[src/rtl/vec_ex_mem_pipe.sv]
// EX->MEM pipeline stage for the vector datapath: a two-entry skid buffer (main + skid)
// with valid/ready handshake, flush-to-bubble, per-lane write masking and a
// saturating back-pressure counter.
module vec_ex_mem_pipe #(
  parameter int unsigned       LANES       = 8,
  parameter int unsigned       LANE_W      = 32,
  parameter int unsigned       PC_W        = 16,
  parameter int unsigned       ADDR_W      = 5,
  parameter int unsigned       CTRL_W      = 8,
  parameter logic [CTRL_W-1:0] CTRL_BUBBLE = CTRL_W'(2),
  parameter int unsigned       STALL_W     = 16
) (
  input  logic                    clk,
  input  logic                    rst_n,
  input  logic                    flush,
  input  logic                    in_valid,
  output logic                    in_ready,
  input  logic [CTRL_W-1:0]       in_ctrl,
  input  logic [PC_W-1:0]         in_pc,
  input  logic [ADDR_W-1:0]       in_addr,
  input  logic [LANE_W-1:0]       in_scalar,
  input  logic [LANE_W-1:0]       in_store,
  input  logic [LANES*LANE_W-1:0] in_lanes,
  input  logic [LANES-1:0]        in_mask,
  output logic                    out_valid,
  input  logic                    out_ready,
  output logic [CTRL_W-1:0]       out_ctrl,
  output logic [PC_W-1:0]         out_pc,
  output logic [ADDR_W-1:0]       out_addr,
  output logic [LANE_W-1:0]       out_scalar,
  output logic [LANE_W-1:0]       out_store,
  output logic [LANES*LANE_W-1:0] out_lanes,
  output logic [LANES-1:0]        out_mask,
  output logic [STALL_W-1:0]      stall_cnt,
  input  logic                    stall_clr
);

  typedef struct packed {
    logic [CTRL_W-1:0]       ctrl;
    logic [PC_W-1:0]         pc;
    logic [ADDR_W-1:0]       addr;
    logic [LANE_W-1:0]       scalar;
    logic [LANE_W-1:0]       store;
    logic [LANES*LANE_W-1:0] lanes;
    logic [LANES-1:0]        mask;
  } entry_t;

  // Encoding is {skid_valid, main_valid}.
  typedef enum logic [1:0] {
    StEmpty = 2'b00,
    StOne   = 2'b01,
    StFull  = 2'b11
  } state_e;

  state_e state_q, state_d;
  entry_t main_q, main_d;
  entry_t skid_q, skid_d;
  entry_t in_entry;
  logic   accept, pop;
  logic   [STALL_W-1:0] stall_q;

  // in_ready comes straight from the skid-valid flop, so no path from out_ready.
  assign in_ready  = ~state_q[1];
  assign out_valid = state_q[0];
  assign accept    = in_valid & in_ready;
  assign pop       = out_valid & out_ready;

  // Build the incoming entry with masked-off lanes forced to zero.
  always_comb begin
    in_entry        = '0;
    in_entry.ctrl   = in_ctrl;
    in_entry.pc     = in_pc;
    in_entry.addr   = in_addr;
    in_entry.scalar = in_scalar;
    in_entry.store  = in_store;
    in_entry.mask   = in_mask;
    for (int k = 0; k < int'(LANES); k++) begin
      in_entry.lanes[k*LANE_W +: LANE_W] = in_mask[k] ? in_lanes[k*LANE_W +: LANE_W] : '0;
    end
  end

  // Next-state and entry movement; flush overrides everything and keeps payload.
  always_comb begin
    state_d = state_q;
    main_d  = main_q;
    skid_d  = skid_q;
    if (flush) begin
      state_d     = StEmpty;
      main_d.ctrl = CTRL_BUBBLE;
    end else begin
      unique case (state_q)
        StEmpty: begin
          if (accept) begin
            state_d = StOne;
            main_d  = in_entry;
          end
        end
        StOne: begin
          if (accept && pop) begin
            main_d = in_entry;
          end else if (accept) begin
            state_d = StFull;
            skid_d  = in_entry;
          end else if (pop) begin
            state_d     = StEmpty;
            main_d.ctrl = CTRL_BUBBLE;
          end
        end
        StFull: begin
          if (pop) begin
            state_d = StOne;
            main_d  = skid_q;
          end
        end
        default: begin
          state_d     = StEmpty;
          main_d.ctrl = CTRL_BUBBLE;
        end
      endcase
    end
  end

  // State and entry registers with synchronous active-low reset.
  always_ff @(posedge clk) begin
    if (!rst_n) begin
      state_q     <= StEmpty;
      main_q      <= '0;
      main_q.ctrl <= CTRL_BUBBLE;
      skid_q      <= '0;
    end else begin
      state_q <= state_d;
      main_q  <= main_d;
      skid_q  <= skid_d;
    end
  end

  // Saturating back-pressure counter; clear beats increment, flush is ignored.
  always_ff @(posedge clk) begin
    if (!rst_n) begin
      stall_q <= '0;
    end else if (stall_clr) begin
      stall_q <= '0;
    end else if (out_valid && !out_ready && (stall_q != '1)) begin
      stall_q <= stall_q + 1'b1;
    end
  end

  assign out_ctrl   = main_q.ctrl;
  assign out_pc     = main_q.pc;
  assign out_addr   = main_q.addr;
  assign out_scalar = main_q.scalar;
  assign out_store  = main_q.store;
  assign out_lanes  = main_q.lanes;
  assign out_mask   = main_q.mask;
  assign stall_cnt  = stall_q;

endmodule

[config.mk]
export PLATFORM = sky130hd
export DESIGN_NAME = vec_ex_mem_pipe
export DESIGN_NICKNAME = d
export VERILOG_FILES = /design/src/rtl/vec_ex_mem_pipe.sv
export SDC_FILE = /design/constraint.sdc
export NUM_CORES = 2
export LEC_CHECK = 0
export ABC_CLOCK_PERIOD_IN_PS = 6200
export CAP_MARGIN = 10
export CORE_MARGIN = 10
export CORE_UTILIZATION = 45
export CTS_CLUSTER_DIAMETER = 30
export DETAILED_ROUTE_END_ITERATION = 6
export PLACE_DENSITY = 0.74
export SKIP_LAST_GASP = 1
export SYNTH_ARGS = -nofsm -noshare
export SYNTH_HDL_FRONTEND = slang
export SYNTH_SLANG_ARGS = --single-unit
[constraint.sdc]
create_clock -name clk -period 6.2 [get_ports clk]
set_clock_uncertainty 0.15 [all_clocks]
set_input_delay 1.86 -clock clk [delete_from_list [all_inputs] [get_ports clk]]
set_output_delay 1.86 -clock clk [all_outputs]
set_load 0.01 [all_outputs]
## Yosys cells after proc, flatten, opt, wreduce, memory -nomap -nowiden

Index checks and enable logic that the tools add are counted.

| word-level totals | value |
|---|---|
| flip-flop bits (word level) | 732 |
| word-level logic and storage cells | 67 |

| cells by class | value |
|---|---|
| add/subtract/negate cells | 1 |
| equality and inequality tests | 10 |
| muxes and demuxes | 22 |
| bitwise gates (word level) | 6 |
| reduce and logical (&&, ||, !) cells | 12 |

Operators by type and width:

| operator | number |
|---|---|
| 349-bit case mux with 3 select lines | 1 |
| 357-bit two-way mux | 2 |
| 349-bit two-way mux | 1 |
| 32-bit two-way mux | 8 |
| 8-bit two-way mux | 3 |
| 8-bit case mux with 3 select lines | 1 |
| 16-bit by 1-bit adder with 16-bit output, second input constant | 1 |
| 16-bit != test, second input constant | 1 |
| 4-bit AND reduction | 3 |
| 2-bit two-way mux | 5 |
| 3-bit != test, second input constant | 3 |
| 2-bit != test, second input constant | 4 |
| 2-bit case mux with 3 select lines | 1 |
| 5-bit AND reduction | 1 |
| 1-bit inverter | 4 |
| 2-bit OR reduction | 2 |
| 1-bit logical AND | 3 |
| 3-bit nonzero test | 1 |
| 1-bit AND | 2 |
| 2-bit by 1-bit equality test with 1-bit output, second input constant | 1 |
| 2-bit equality test, second input constant | 1 |
| 2-bit logical NOT | 1 |
| 1-bit logical NOT | 1 |

## Depth between registers and ports, before layout

| logic depth | value |
|---|---|
| depth after elaboration | 5 |
| gate-level depth with buffers | 9 |
| gate-level depth less buffers | 6 |

## Worst setup path before layout

No wires, ideal clock.

| path | value |
|---|---|
| path kind | input port to flip-flop |
| from | input in_valid |
| to | register main_q (netlist bit out_lanes[88]) |
| library setup time | 116 ps |
| arrival time | 3,190 ps |
| data required time | 5,934 ps |
| slack | 2,744 ps |
| cell stages on the path | 7 |
| cell sequence | nand2b_1 -> buf_2 -> a221oi_4 -> buf_2 -> clkbuf_1 -> o2111ai_1 -> o211a_1 |

| on the way | value |
|---|---|
| longest elaborated chain between the ends | 4 |
| elaborated cells between the ends (all ways) | 5 |
| classes of those cells | eq/ne (2); bitwise (1); reduce/logical (2) |

Ends and longest elaborated chain:

| what | RTL line | RTL |
|---|---|---|
| start, declared | 16 | `input logic in_valid,` |
| 1-bit AND (*) | 65 | `assign accept = in_valid & in_ready;` |
| 1-bit logical AND | 99 | `if (accept && pop) begin` |
| 2-bit != test (no source line) | -- |  |
| 5-bit AND reduction (no source line) (*) | -- |  |
| end signal, assigned | 132 | `main_q <= main_d;` |
| end, declared | 56 | `entry_t main_q, main_d;` |

Every way passes the cells marked *; elsewhere a longest branch is shown, timed or not.
A chain may end at the register's enable or synchronous reset.

## Worst setup path in the final report

| path | value |
|---|---|
| from | input out_ready |
| to | register main_q (netlist bit out_lanes[98]) |

| on the way | value |
|---|---|
| longest elaborated chain between the ends | 4 |
| elaborated cells between the ends (all ways) | 5 |
| classes of those cells | eq/ne (2); bitwise (1); reduce/logical (2) |

Ends and longest elaborated chain:

| what | RTL line | RTL |
|---|---|---|
| start, declared | 26 | `input logic out_ready,` |
| 1-bit AND (*) | 66 | `assign pop = out_valid & out_ready;` |
| 1-bit logical AND | 99 |  |
| 2-bit != test (no source line) | -- |  |
| 5-bit AND reduction (no source line) (*) | -- |  |

Marked as above.

==> results.sh <==
export IMPL_grt_max_degree=231
export IMPL_critPathKind="in -> reg"
export IMPL_cts_sinks=732
export IMPL_postCtsSetupBuffers=0
export IMPL_vias=30440
export IMPL_grt_pass1_vias=28800
export IMPL_r2r_setup_slack_ns=2.84
export IMPL_r2r_start="state_q[0]"
export IMPL_synth_edf_count=0
export IMPL_p_seq_share_pct=32.6
export IMPL_clock_path_buffers=3
export IMPL_cts_resized=0
export IMPL_p_leak_nw=18.55
export IMPL_r2r_end="out_lanes[98]"
export IMPL_critPathCapture="out_lanes[98]"
export IMPL_maxSlewHeadroom_pct=17.45
export IMPL_htree_levels=4
export IMPL_synth_cell_types=42
export IMPL_critical_path_cell_chain="clkdlybuf4s50_1 > nand4b_1 > a221oi_4 > buf_12 > buf_12 > o2111ai_1 > o211a_1"
export IMPL_syn2layout_area_growth_pct=41.68
export IMPL_crit_path_end_kind="flip-flop"
export IMPL_cts_root_buffer="clkbuf_16"
export IMPL_rows=97
export IMPL_netlist_area_um2=31850
export IMPL_powerDensity_nw_per_um2=353.6
export IMPL_fin_total_pwr_mw=15.95
export IMPL_cpMostUsedCell="buf_12"
export IMPL_fill_cells=5803
export IMPL_track_usage_pct=26.74
export IMPL_drc_errors=0
export IMPL_period_share_pct=67.91
export IMPL_start_kind="input port"
export IMPL_synth_top_area_share_pct=46.02
export IMPL_pwr_share_comb_pct=13.2
export IMPL_crit_start="out_ready"
export IMPL_synthesis_nets=4005
export IMPL_drive_above_1_share_pct=7.580
export IMPL_tns_ns=0
export IMPL_path_clk_slew_ns=0.04
export IMPL_final_cell_mix="nand2_1 (978), dfxtp_1 (732), clkdlybuf4s50_1 (728)"
export IMPL_grt_setup_unrepaired="false"
export IMPL_fin_crit_ns=4.210
export IMPL_clock_fmax_mhz=237.5
export IMPL_crit_fanout=117
export IMPL_final_util_pct=64.32
export IMPL_max_stage_delay_ns=0.70
export IMPL_drt_wl_total_um=116400
export IMPL_dr_pass1_iters=5
export IMPL_numPortBuffers=737
export IMPL_ys_seq_area_share_pct=46.02
export IMPL_placeableCoreArea_um2=70150
export IMPL_cts_hold_buf=0
export IMPL_syn_avg_cell_area_um2=8.756
export IMPL_internal_power_mw=11.90
export IMPL_power_switching_mw=4.055
export IMPL_final_max_slew_viol_count=0
export IMPL_yosys_warnings=0
export IMPL_final_area_um2=45120
export IMPL_max_cap_violations=0
export IMPL_synth_ff_type="dfxtp_1"
export IMPL_antenna_left=0
export IMPL_p_sw_share_pct=25.42
export IMPL_vias_per_cell=5.775
export IMPL_place_hpwl_um=73160
export IMPL_power_frac_clock_pct=54.2
export IMPL_antenna_found_initial=39
export IMPL_post_dp_cell_area_um2=39450
export IMPL_vdd_drop_max_mv=0.2369
export IMPL_initial_core_util_pct=45.40
export IMPL_multiInputGateArea_um2=15600
export IMPL_tightest_slew_ns=1.238
export IMPL_numCtsBuffers=155
export IMPL_hold_viol=0
export IMPL_grt_pass1_wl_um=175100
export IMPL_reg2reg_depth=7
export IMPL_cts_tree="built"
export IMPL_die_y_um=286.0
export IMPL_routedWlPerCell_um=22.08
export IMPL_overflow=0
export IMPL_clock_latency_ns=0.72
export IMPL_synthesis_instances=3637
export IMPL_die_area_um2=81810
export IMPL_yosys_area_top_type="dfxtp_1"
export IMPL_io_pins=738
export IMPL_hold_class="reg -> reg"
export IMPL_regArea_um2=14650
export IMPL_mostFrequentLayoutCell="nand2_1"
export IMPL_ys_async_sr_fraction_pct=0
export IMPL_die_w_um=286.0
export IMPL_gp_congestion=0.8302
export IMPL_outcome="finished, final reports clean"
export IMPL_setup_viol=0
export IMPL_cp_slowest_cell="clkdlybuf4s50_1"
export IMPL_critical_path_required_ns=6.66
export IMPL_ys_top_cells_by_area="dfxtp_1 (46%), nand2_1 (12%), o211a_1 (11%)"
export IMPL_num_nets_final=4541
export IMPL_drtIter0Drc=2466
export IMPL_cp_arrival_ns=4.67
export IMPL_synth_seq_cells=732
metal layers:
metal,GRT usage (%),wire length (um),vias up
li1,-,-,14260
met4,13.07,4217,22
met3,9.347,10330,231
met1,31.59,46090,14860
met5,0,147,-
met2,42.77,55590,1072
sequential cells by signal, indices dropped and copies added (netlist names), 8 cells and up:
| signal | cells |
|---|---|
| out_scalar | 32 |
| out_ctrl | 8 |
| out_mask | 8 |
| stall_cnt | 16 |
| out_pc | 16 |
| out_store | 32 |
| skid_q | 357 |
| out_lanes | 256 |
layout make-up:
class,instances,share of cell area (%)
flip-flops and latches,732,32.48
well taps,940,2.607
repair buffers,781,17.73
multi-input cells,2498,34.58
clock inverters,77,2.604
diodes,30,0.1664
inverters,5,0.04160
clock buffers,208,9.797
stage by stage:
stage	hold WS [ns]	instances	setup slack (ns)
after floorplan	0.2931	3637	2.744
after global placement	0.2882	4956	1.487
after detailed placement	0.2877	4956	1.415
after CTS	0.2944	5241	1.998
after global routing	0.3267	5266	1.932
final	0.2916	5271	1.990
Yosys cell counts, drive strengths merged, types with 7 or more instances:
library cell and instances:
dfxtp 732, nand4 7, nand2 978, a21boi 358, o2bb2ai 7, o21ai 11
clkbuf 310, nand3 355, mux2i 95, o2111ai 256, o211a 349, buf 92
a21oi 17, a22oi 7, or3 9
power by group through the flow:
| stage | Sequential [mW] | Combinational (mW) | Clock [mW] |
|---|---|---|---|
| after global placement | 5.28 | 2.08 | 0 |
| final | 5.21 | 2.10 | 8.64 |
| after global routing | 5.23 | 2.24 | 8.98 |
| after detailed placement | 5.29 | 2.09 | 0 |
| after CTS | 5.20 | 2.11 | 8.72 |
| after floorplan | 5.36 | 0.844 | 0 |
worst max-delay path, delay by kind of cell:
family	cells	cell delay (ns)
buf+inv	3	1.59
compound gates	3	0.81
simple gates	1	0.23
worst min path at each step:
stage                 from     endpoint  slack (ns)  depth (start not counted)
6_report       out_ctrl[1]  out_ctrl[1]        0.29                          2
5_1_grt        out_ctrl[1]  out_ctrl[1]        0.33                          2
4_1_cts        out_ctrl[1]  out_ctrl[1]        0.29                          2
3_5_place_dp   out_ctrl[1]  out_ctrl[1]        0.29                          2
3_3_place_gp   out_ctrl[1]  out_ctrl[1]        0.29                          2
2_1_floorplan    skid_q[0]    skid_q[0]        0.29                          2
kinds of logic after synthesis:
family	count (synthesis)	share of synthesized area, %
mux	95	2.986
xor+xnor	2	0.05502
buf+inv	407	5.119
flops	732	46.02
simple gates	1378	18.00
fa+ha+maj	5	0.1964
compound gates	1018	27.63
Power figures use the tool's default switching activity.
